File: src/rtl/alu_seq_pkg.sv
// Shared opcodes, status bit positions and FSM state type for the sequential ALU.
package alu_seq_pkg;

  localparam logic [3:0] OP_NOP = 4'd0;
  localparam logic [3:0] OP_NOT = 4'd1;
  localparam logic [3:0] OP_SHL = 4'd2;
  localparam logic [3:0] OP_SHR = 4'd3;
  localparam logic [3:0] OP_INC = 4'd4;
  localparam logic [3:0] OP_DEC = 4'd5;
  localparam logic [3:0] OP_AND = 4'd6;
  localparam logic [3:0] OP_OR  = 4'd7;
  localparam logic [3:0] OP_XOR = 4'd8;
  localparam logic [3:0] OP_ADD = 4'd9;
  localparam logic [3:0] OP_SUB = 4'd10;
  localparam logic [3:0] OP_MUL = 4'd11;
  localparam logic [3:0] OP_DIV = 4'd12;
  localparam logic [3:0] OP_MOD = 4'd13;

  localparam int unsigned ST_INV  = 0;
  localparam int unsigned ST_ZERO = 1;
  localparam int unsigned ST_SIGN = 2;
  localparam int unsigned ST_CV   = 3;

  typedef enum logic [1:0] {
    IDLE,
    BUSY,
    DONE
  } state_e;

endpackage

File: src/rtl/alu_seq_iter.sv
// Iterative datapath: shift-add multiply and (with ALU_SEQ_DIV_EN) restoring divide.
// One step per cycle for WIDTH cycles after start_i; done_o marks the final step.
module alu_seq_iter
  import alu_seq_pkg::*;
#(
  parameter int unsigned WIDTH = 16
) (
  input  logic             clk_i,
  input  logic             rst_ni,
  input  logic             start_i,
`ifdef ALU_SEQ_DIV_EN
  input  logic             div_i,
`endif
  input  logic [WIDTH-1:0] a_i,
  input  logic [WIDTH-1:0] b_i,
  output logic             done_o,
  output logic [WIDTH-1:0] lo_o,
  output logic [WIDTH-1:0] hi_o
);

  localparam int unsigned CNT_W = $clog2(WIDTH) + 1;

  logic [CNT_W-1:0] cnt_q, cnt_d;
  // hi/lo hold partial product/multiplier for MUL, remainder/quotient for DIV.
  logic [WIDTH-1:0] hi_q, hi_d;
  logic [WIDTH-1:0] lo_q, lo_d;
  logic [WIDTH-1:0] opd_q, opd_d;
  logic [WIDTH-1:0] step_hi, step_lo;
  logic [WIDTH:0]   mul_sum;
`ifdef ALU_SEQ_DIV_EN
  logic             div_q, div_d;
  logic [WIDTH:0]   rem_sh;
  logic             ge;
`endif

  always_comb begin
    mul_sum = {1'b0, hi_q} + (lo_q[0] ? {1'b0, opd_q} : '0);
    step_hi = mul_sum[WIDTH:1];
    step_lo = {mul_sum[0], lo_q[WIDTH-1:1]};
`ifdef ALU_SEQ_DIV_EN
    rem_sh = {hi_q, lo_q[WIDTH-1]};
    ge     = (rem_sh >= {1'b0, opd_q});
    if (div_q) begin
      // A kept remainder is always below the divisor, so WIDTH bits suffice.
      step_hi = ge ? WIDTH'(rem_sh - {1'b0, opd_q}) : rem_sh[WIDTH-1:0];
      step_lo = {lo_q[WIDTH-2:0], ge};
    end
`endif
  end

  always_comb begin
    cnt_d = cnt_q;
    hi_d  = hi_q;
    lo_d  = lo_q;
    opd_d = opd_q;
`ifdef ALU_SEQ_DIV_EN
    div_d = div_q;
`endif
    if (start_i) begin
      cnt_d = CNT_W'(WIDTH);
      hi_d  = '0;
      lo_d  = b_i;
      opd_d = a_i;
`ifdef ALU_SEQ_DIV_EN
      div_d = div_i;
      if (div_i) begin
        lo_d  = a_i;
        opd_d = b_i;
      end
`endif
    end else if (cnt_q != '0) begin
      cnt_d = cnt_q - CNT_W'(1);
      hi_d  = step_hi;
      lo_d  = step_lo;
    end
  end

  always_ff @(posedge clk_i or negedge rst_ni) begin
    if (!rst_ni) begin
      cnt_q <= '0;
      hi_q  <= '0;
      lo_q  <= '0;
      opd_q <= '0;
`ifdef ALU_SEQ_DIV_EN
      div_q <= 1'b0;
`endif
    end else begin
      cnt_q <= cnt_d;
      hi_q  <= hi_d;
      lo_q  <= lo_d;
      opd_q <= opd_d;
`ifdef ALU_SEQ_DIV_EN
      div_q <= div_d;
`endif
    end
  end

  assign done_o = (cnt_q == CNT_W'(1));
  assign lo_o   = step_lo;
  assign hi_o   = step_hi;

endmodule

File: src/rtl/alu_seq.sv
// Registered, handshaked ALU with single-cycle ops and iterative MUL (DIV/MOD when
// ALU_SEQ_DIV_EN is defined). Result and status are held in DONE until out_ready.
module alu_seq
  import alu_seq_pkg::*;
#(
  parameter int unsigned WIDTH = 16
) (
  input  logic             clk,
  input  logic             reset_n,
  input  logic             in_valid,
  output logic             in_ready,
  input  logic [3:0]       sel,
  input  logic [WIDTH-1:0] a,
  input  logic [WIDTH-1:0] b,
  output logic             out_valid,
  input  logic             out_ready,
  output logic [WIDTH-1:0] y,
  output logic [3:0]       status
);

  localparam logic [WIDTH:0] One = (WIDTH+1)'(1);

  state_e           state_q, state_d;
  logic [WIDTH-1:0] y_q, y_d;
  logic [3:0]       st_q, st_d;
  logic [3:0]       op_q;
  logic             accept;
  logic             iter_op;
  logic             iter_done;
  logic [WIDTH-1:0] iter_lo, iter_hi;

  logic [WIDTH:0]   ext;
  logic [WIDTH-1:0] res;
  logic             res_cv, res_inv;
  logic [WIDTH-1:0] fin_y;
  logic             fin_cv;

  assign accept = in_valid && (state_q == IDLE);

  always_comb begin
    iter_op = (sel == OP_MUL);
`ifdef ALU_SEQ_DIV_EN
    // Divide by zero bypasses the iterator and completes in one cycle.
    if ((sel == OP_DIV || sel == OP_MOD) && b != '0) begin
      iter_op = 1'b1;
    end
`endif
  end

  alu_seq_iter #(
    .WIDTH(WIDTH)
  ) u_iter (
    .clk_i  (clk),
    .rst_ni (reset_n),
    .start_i(accept && iter_op),
`ifdef ALU_SEQ_DIV_EN
    .div_i  (sel != OP_MUL),
`endif
    .a_i    (a),
    .b_i    (b),
    .done_o (iter_done),
    .lo_o   (iter_lo),
    .hi_o   (iter_hi)
  );

  // State register
  always_ff @(posedge clk or negedge reset_n) begin
    if (!reset_n) begin
      state_q <= IDLE;
    end else begin
      state_q <= state_d;
    end
  end

  // Next state
  always_comb begin
    state_d = state_q;
    unique case (state_q)
      IDLE:    if (accept) state_d = iter_op ? BUSY : DONE;
      BUSY:    if (iter_done) state_d = DONE;
      DONE:    if (out_ready) state_d = IDLE;
      default: state_d = IDLE;
    endcase
  end

  // Outputs
  always_comb begin
    in_ready  = (state_q == IDLE);
    out_valid = (state_q == DONE);
  end

  // Single-cycle results
  always_comb begin
    ext     = '0;
    res     = '0;
    res_cv  = 1'b0;
    res_inv = 1'b0;
    case (sel)
      OP_NOP: res = '0;
      OP_NOT: res = ~a;
      OP_SHL: begin
        res    = {a[WIDTH-2:0], 1'b0};
        res_cv = a[WIDTH-1];
      end
      OP_SHR: begin
        res    = {1'b0, a[WIDTH-1:1]};
        res_cv = a[0];
      end
      OP_INC: begin
        ext    = {1'b0, a} + One;
        res    = ext[WIDTH-1:0];
        res_cv = ext[WIDTH];
      end
      OP_DEC: begin
        ext    = {1'b0, a} - One;
        res    = ext[WIDTH-1:0];
        res_cv = ext[WIDTH];
      end
      OP_AND: res = a & b;
      OP_OR:  res = a | b;
      OP_XOR: res = a ^ b;
      OP_ADD: begin
        ext    = {1'b0, a} + {1'b0, b};
        res    = ext[WIDTH-1:0];
        res_cv = ext[WIDTH];
      end
      OP_SUB: begin
        ext    = {1'b0, a} - {1'b0, b};
        res    = ext[WIDTH-1:0];
        res_cv = ext[WIDTH];
      end
`ifdef ALU_SEQ_DIV_EN
      OP_DIV: begin
        res    = '1;
        res_cv = 1'b1;
      end
      OP_MOD: begin
        res    = a;
        res_cv = 1'b1;
      end
`endif
      default: res_inv = 1'b1;
    endcase
  end

  // Final-step results from the iterator
  always_comb begin
    fin_y  = iter_lo;
    fin_cv = 1'b0;
    case (op_q)
`ifdef ALU_SEQ_DIV_EN
      OP_DIV: fin_y = iter_lo;
      OP_MOD: fin_y = iter_hi;
`endif
      default: fin_cv = (iter_hi != '0);
    endcase
  end

  always_comb begin
    y_d  = y_q;
    st_d = st_q;
    if (accept && !iter_op) begin
      y_d           = res;
      st_d[ST_INV]  = res_inv;
      st_d[ST_ZERO] = (res == '0);
      st_d[ST_SIGN] = res[WIDTH-1];
      st_d[ST_CV]   = res_cv;
    end else if (state_q == BUSY && iter_done) begin
      y_d           = fin_y;
      st_d[ST_INV]  = 1'b0;
      st_d[ST_ZERO] = (fin_y == '0);
      st_d[ST_SIGN] = fin_y[WIDTH-1];
      st_d[ST_CV]   = fin_cv;
    end
  end

  always_ff @(posedge clk or negedge reset_n) begin
    if (!reset_n) begin
      y_q  <= '0;
      st_q <= '0;
      op_q <= '0;
    end else begin
      y_q  <= y_d;
      st_q <= st_d;
      if (accept) begin
        op_q <= sel;
      end
    end
  end

  assign y      = y_q;
  assign status = st_q;

endmodule

File: config.mk
export PLATFORM = sky130hd
export DESIGN_NAME = alu_seq
export DESIGN_NICKNAME = d
export VERILOG_FILES = /design/src/rtl/alu_seq_pkg.sv /design/src/rtl/alu_seq_iter.sv /design/src/rtl/alu_seq.sv
export SDC_FILE = /design/constraint.sdc
export NUM_CORES = 1
export LEC_CHECK = 0
export CAP_MARGIN = 20
export CELL_PAD_IN_SITES_DETAIL_PLACEMENT = 1
export CELL_PAD_IN_SITES_GLOBAL_PLACEMENT = 1
export CORE_ASPECT_RATIO = 2
export CORE_MARGIN = 3
export CORE_UTILIZATION = 41
export DETAILED_ROUTE_END_ITERATION = 8
export PLACE_DENSITY_LB_ADDON = 0.1
export SLEW_MARGIN = 25
export SYNTH_ARGS = -nofsm -noshare
export SYNTH_HDL_FRONTEND = slang
export SYNTH_SLANG_ARGS = --single-unit
File: constraint.sdc
create_clock -name clk -period 3.4 [get_ports clk]
set_input_delay 0.85 -clock clk [delete_from_list [all_inputs] [get_ports clk]]
set_output_delay 0.85 -clock clk [all_outputs]
set_load 0.01 [all_outputs]
# Word level (Yosys, flattened, before mapping)
# Cells that the tools add are included.
[op_classes]
n_addsub = 6
mul = 0
div = 0
n_lt_le_gt_ge = 0
n_eq_ne = 17
shifts = 0
mux = 19
bitwise = 4
reduce_logical = 15
[ops]
columns = ["cell", "count"]
rows = [
  ["case mux 16 bit (10 select lines)", 1],
  ["two-way mux 16 bit", 7],
  ["logical NOT 16 bit", 2],
  ["adder 16 x 1 -> 17 bit, second input constant", 1],
  ["adder 16 x 16 -> 17 bit", 1],
  ["adder 16 x 17 -> 17 bit", 1],
  ["subtractor 16 x 1 -> 17 bit, second input constant", 1],
  ["subtractor 16 x 16 -> 17 bit", 1],
  ["bitwise AND 16 bit", 1],
  ["equality test 4 x 3 -> 1 bit, second input constant", 4],
  ["equality test 4 bit, second input constant", 4],
  ["inverter 16 bit", 1],
  ["OR 16 bit", 1],
  ["nonzero test 16 bit", 1],
  ["XOR 16 bit", 1],
  ["OR reduction 11 bit", 1],
  ["two-way mux 5 bit", 2],
  ["equality test 4 x 2 -> 1 bit, second input constant", 2],
  ["two-way mux 2 bit", 4],
  ["two-way mux 4 bit", 2],
  ["case mux 1 bit (6 select lines)", 1],
  ["case mux 2 bit (3 select lines)", 1],
  ["equality test 5 x 1 -> 1 bit, second input constant", 1],
  ["nonzero test 5 bit", 1],
  ["other kinds (13)", 18],
]
[totals]
ff_bits = 75
latchBits = 0
ramBits = 0
mem_bits_ro = 0
input_bits = 40
output_inout_bits = 22
word_cells = 68
memories = 0

# Longest topological paths before layout
[depth]
ltp_word = 5
ltp_mapped = 13
depth_no_buf = 13

# Modules after synthesis
# From an unflattened synthesis, not the netlist that was laid out.
[unflattened]
hier_cells = 1011
hier_area_um2 = 8180.3
[by_module_without_submodules]
columns = ["module", "n_inst", "cells_per_inst", "area_per_inst_um2", "seq_area_each_um2"]
rows = [
  ["alu_seq", 1, 658, 4828.4, 525.5],
  ["alu_seq_iter", 1, 353, 3352.0, 1326.3],
]

# Worst setup path after synthesis
# OpenSTA, ideal clock, no wires.
[synth_path]
kind = "input -> register"
startpoint = "in a[2]"
endpoint = "reg st_q[1], in the netlist status[1]"
setup_time_ns = 0.095
t_arrival_ns = 3.630
required_ns = 3.305
slack_ns = -0.326
path_stages = 13
path_buffers = 2
path_cell_list = "clkbuf_1 -> inv_1 -> ha_1 -> clkbuf_1 -> nand2b_1 -> a2111oi_0 -> nor4_1 -> o21ai_0 -> a21oi_1 -> a211o_1 -> o21ai_0 -> nand4bb_1 -> o31ai_1"
[synth_via]
elab_chain_cells = 4
elab_cells_between_ends = 11
cone_classes = "4 x add/sub; 2 x mux; 4 x bitwise; 1 x reduce/logical"
[synth_lines]
columns = ["item", "line", "text"]
rows = [
  ["start, declared", "alu_seq.sv:13", "input logic [WIDTH-1:0] a,"],
  ["subtractor 16 x 16 -> 17 bit (tied with other cells)", "alu_seq.sv:128", "ext = {1'b0, a} - {1'b0, b};"],
  ["case mux 16 bit (10 select lines) (*)", "alu_seq.sv:98", "case (sel)"],
  ["logical NOT 16 bit (*)", "alu_seq.sv:165", "st_d[ST_ZERO] = (res == '0);"],
  ["two-way mux 4 bit (*)", "alu_seq.sv:162", "if (accept && !iter_op) begin"],
  ["end signal, assigned", "alu_seq.sv:184", "st_q <= st_d;"],
  ["end, declared", "alu_seq.sv:25", "logic [3:0] st_q, st_d;"],
]
# Mark *: on every way between the ends. The rest lies on a longest branch, timed or not.
# A chain may end at the register's enable or synchronous reset.

# Worst setup path after layout
[layout_path]
startpoint = "reg u_iter.lo_q[0]"
endpoint = "reg st_q[3], in the netlist status[3]"
[layout_via]
elab_chain_cells = 5
[layout_lines]
columns = ["item", "line", "text"]
rows = [
  ["start, declared", "alu_seq_iter.sv:26", "logic [WIDTH-1:0] lo_q, lo_d;"],
  ["start signal, assigned", "alu_seq_iter.sv:90", "lo_q <= lo_d;"],
  ["two-way mux 16 bit", "alu_seq_iter.sv:37", "mul_sum = {1'b0, hi_q} + (lo_q[0] ? {1'b0, opd_q} : '0);"],
  ["adder 16 x 17 -> 17 bit", "alu_seq_iter.sv:37", ""],
  ["nonzero test 16 bit", "alu_seq.sv:155", "default: fin_cv = (iter_hi != '0);"],
  ["two-way mux 4 bit", "alu_seq.sv:168", "end else if (state_q == BUSY && iter_done) begin"],
  ["two-way mux 4 bit", "alu_seq.sv:162", ""],
]
# Every way passes these cells. The select of a mux whose other input is x is not followed.

==> summary.md <==
| Metric | Value |
|---|---|
| Status | complete, but fails checks |
| Failing checks | negative setup slack |
| CTS tree | built |
| Mapped cell area | 7956 um^2 |
| Vias per Instance | 6.271 |
| Core box area | 18920 um^2 |
| CP top delay family | simple AND/OR/NAND/NOR gates |
| Die H | 203.0 um |
| Post-Syn Area per Cell | 7.909 um^2 |
| Maximum clock insertion buffer count | 2 |
| Register area share after synthesis | 0.2327 |
| Total global-route track usage | 0.3387 |
| WL final | 41030 um |
| Rows | 71 |
| Clk Latency, worst-skew pair | 0.34 ns |
| Critical path class | reg -> reg |
| Worst Max-Slew Pin Slew | 0.8173 ns |
| Tmin final | 3.872 ns |
| Antenna-violating nets left | 0 |
| Yosys cell types | 74 |
| Hold Path Depth | 1 |
| Die Wd | 104.5 um |
| TritonCTS Buffers | 9 |
| Min-delay src | u_iter.opd_q[12]$_DFFE_PN0P_ |
| CTS Sinks | 74 |
| Placed cells | 1534 |
| Ys Warns | 0 |
| Fin Hold WS | 0.5030 ns |
| Post-synth EDFFs | 0 |
| H-Tree Depth | 3 |
| Primary flip-flop cell chosen by synthesis mapping | dfrtp_1 |
| Worst reg-to-reg path cell count | 11 |
| Hold path endpoint | u_iter.opd_q[12]$_DFFE_PN0P_ |
| N_diodes | 0 |
| Area grow syn2layout | 51.16% |
| Asr flop ratio synth | 1.000 |
| Gpl congestion | 0.9414 |
| Final core utilization | 0.6356 |
| 1st-iter DRT viols | 628 |
| Nets | 1428 |
| Setup Skew | 0.01110 ns |
| Setup violators final | 2 |
| Fin cells | 1574 |
| First-pass GRT wire length | 56240 um |
| Crit path buffers/inverters | 1 |
| Via count | 9870 |
| Clk Tree Root Cell | clkbuf_16 |
| Antenna violations before repair | 0 |
| PwrDens | 533.1 nW/um^2 |
| Most frequent CP cell | or4_4 |
| Register bit total from synthesis | 74 |
| Share of cells above drive strength 1 | 0.3639 |
| Path category of the worst min-delay check | reg -> reg |
| R2r setup slk | -0.47 ns |
| Largest net degree at the start of global routing | 75 |
| Required @ worst endpoint | 3.60 ns |
| Max Slew Vio Count | 0 |
| Maximum fanout along the worst path | 6 |
| Slowest stage delay, CP | 0.57 ns |
| Clk slew on worst S/H paths | 0.07 ns |
| Vias in the first global route | 10060 |
| Slowest-stage cell, CP | or4_4 |
| Die area | 21220 um^2 |
| Post-synthesis cell count | 1006 |
| I/O Buffers | 61 |
| Reg2reg start | u_iter.lo_q[0]$_DFFE_PN0P_ |
| DP Wirelength | 28560 um |
| Final period utilization | 1.139 |
| Final instance area | 12030 um^2 |
| Rel. slew slack | 0.4538 |
| PnR worst setup slack | -0.4717 ns |
| Final hold viol count | 0 |
| Initial Util | 0.4205 |
| Critical-path cell list | buf_4, and2_1, ha_4, nand3_1, o211ai_1, nor2_1, xnor2_1, or4_4, or4_4, or4b_4, a32o_1 |
| Cell Area, Placed | 10810 um^2 |
| Max_cap viols | 0 |
| Max IR drop VDD | 363.6 uV |
| P_leak | 5.343 nW |
| Crit start category | register |
| WL per Instance | 26.06 um |
| Overflow after GRT | 0 |
| CP Capture Type | register |
| I/O pin total | 62 |
| Arrival @ worst endpoint | 4.08 ns |
| RSZ-0062 raised after global routing | true |
| Post-synthesis net count | 1120 |
| DRC | 0 |
| DRT Pass-1 Iters | 7 |
| Final setup TNS | -0.5860 ns |
| Crit Reg-Reg Endpoint | status[3]$_DFFE_PN0P_ |
| Fillers | 2215 |
| F_max | 258.3 MHz |
## area by class of cell
cell class,instances,area (um^2),area share
clock inverters,3,40.04,0.003329
multi-input cells,804,6362,0.5290
repair buffers,368,2999,0.2494
inverters,57,214.0,0.01779
flip-flops and latches,74,1852,0.1540
clock buffers,13,240.2,0.01998
well taps,255,319.1,0.02653
## timing repair
item,4_1_cts,5_1_grt
gates cloned,0,0
pin swaps,36,45
buffers inserted,11,14
gates resized for setup,102,112
hold buffers,0,0
setup endpoints to repair,12,9
## how the worst max path moves through the flow
stage	slack [ns]	cells after the start	endpoint	from
after floorplan	-0.004	13	status[1]$_DFFE_PN0P_	a[2]
after CTS	-0.19	12	status[3]$_DFFE_PN0P_	u_iter.lo_q[0]$_DFFE_PN0P_
final	-0.47	11	status[3]$_DFFE_PN0P_	u_iter.lo_q[0]$_DFFE_PN0P_
after global routing	-0.50	11	status[3]$_DFFE_PN0P_	u_iter.lo_q[0]$_DFFE_PN0P_
after detailed placement	-1.07	13	status[1]$_DFFE_PN0P_	b[0]
after global placement	-1.04	13	status[1]$_DFFE_PN0P_	b[0]
## logic make-up (layout without fill, tap and decap cells)
kind of cell	count (synthesis)	after routing	synth area share
and+or+nand+nor	351	351	0.2279
xor gates and xnor gates	24	24	0.02642
muxes	59	59	0.07926
DFF	74	74	0.2327
adders and majority gates	74	74	0.1192
AOI/OAI and AO/OA	296	296	0.2526
buffers and inverters	128	441	0.06196
## metal layers
| metal | up-vias | part of all wire | GRT usage |
|---|---|---|---|
| met2 | 447 | 0.53 | 0.6295 |
| li1 | 4319 | - | - |
| met1 | 4893 | 0.34 | 0.3510 |
| met3 | 211 | 0.040 | 0.02704 |
| met4 | 0 | 0.091 | 0.2449 |
| met5 | - | 0 | 0 |
## stage by stage
step                      setup slack, ns  total power, mW
after detailed placement           -1.071            4.781
final                             -0.4717            6.411
after global routing              -0.4964            6.722
after global placement             -1.041            4.644
after floorplan                 -0.004382            3.257
after CTS                         -0.1911            5.961
## report_power, final
group | switching, mW | internal [mW]
clock | 0.383 | 0.568
sequential | 0.383 | 1.25
combinational | 2.00 | 1.82
total | 2.76 | 3.65
## worst reg2reg max path: stages (launching register included)
cell,delay [ns]
dfrtp_1,0.41
buf_4,0.17
and2_1,0.18
ha_4,0.33
nand3_1,0.11
o211ai_1,0.39
nor2_1,0.18
xnor2_1,0.19
or4_4,0.57
or4_4,0.42
or4b_4,0.51
a32o_1,0.28
## cells in the final DEF (no fill, tap or decap), types with 24 or more instances in the layout
cell               n
dfrtp_1           74
o21ai_0           55
clkdlybuf4s50_1   34
nand3_1           24
nand2_1           96
ha_1              47
nor2_1            59
inv_1             44
a21oi_1           59
buf_4            288
nor3_1            29
mux2i_1           36
## state kept, by name (all words and copies together) (netlist names)
name	cells
u_iter.hi_q	16
u_iter.opd_q	16
u_iter.lo_q	16
y	15
u_iter.cnt_q	5
state_q	2
status	4
## Yosys cell counts, types with 8 or more instances
master	number	area share
or3_1	11	0.0086
nand4_1	8	0.0063
o21ai_0	64	0.040
a221o_1	9	0.011
and2_1	21	0.017
nor4_1	18	0.014
a211o_1	9	0.0099
nand2b_1	9	0.0071
a21o_1	10	0.0094
mux2i_1	36	0.045
o22ai_1	10	0.0079
a21oi_1	67	0.042
dfrtp_1	74	0.23
a22oi_1	19	0.018
xnor2_1	17	0.019
nor2_1	62	0.029
nor3_1	35	0.022
o21a_1	10	0.0094
ha_1	71	0.11
nand3_1	27	0.017
o221ai_1	11	0.012
clkbuf_1	57	0.027
a211oi_1	9	0.0085
nand2_1	98	0.046
inv_1	57	0.027
mux2_2	22	0.031
nor2b_1	15	0.012
or4_1	9	0.0085
Note: power is estimated with default switching activity, not from simulation.
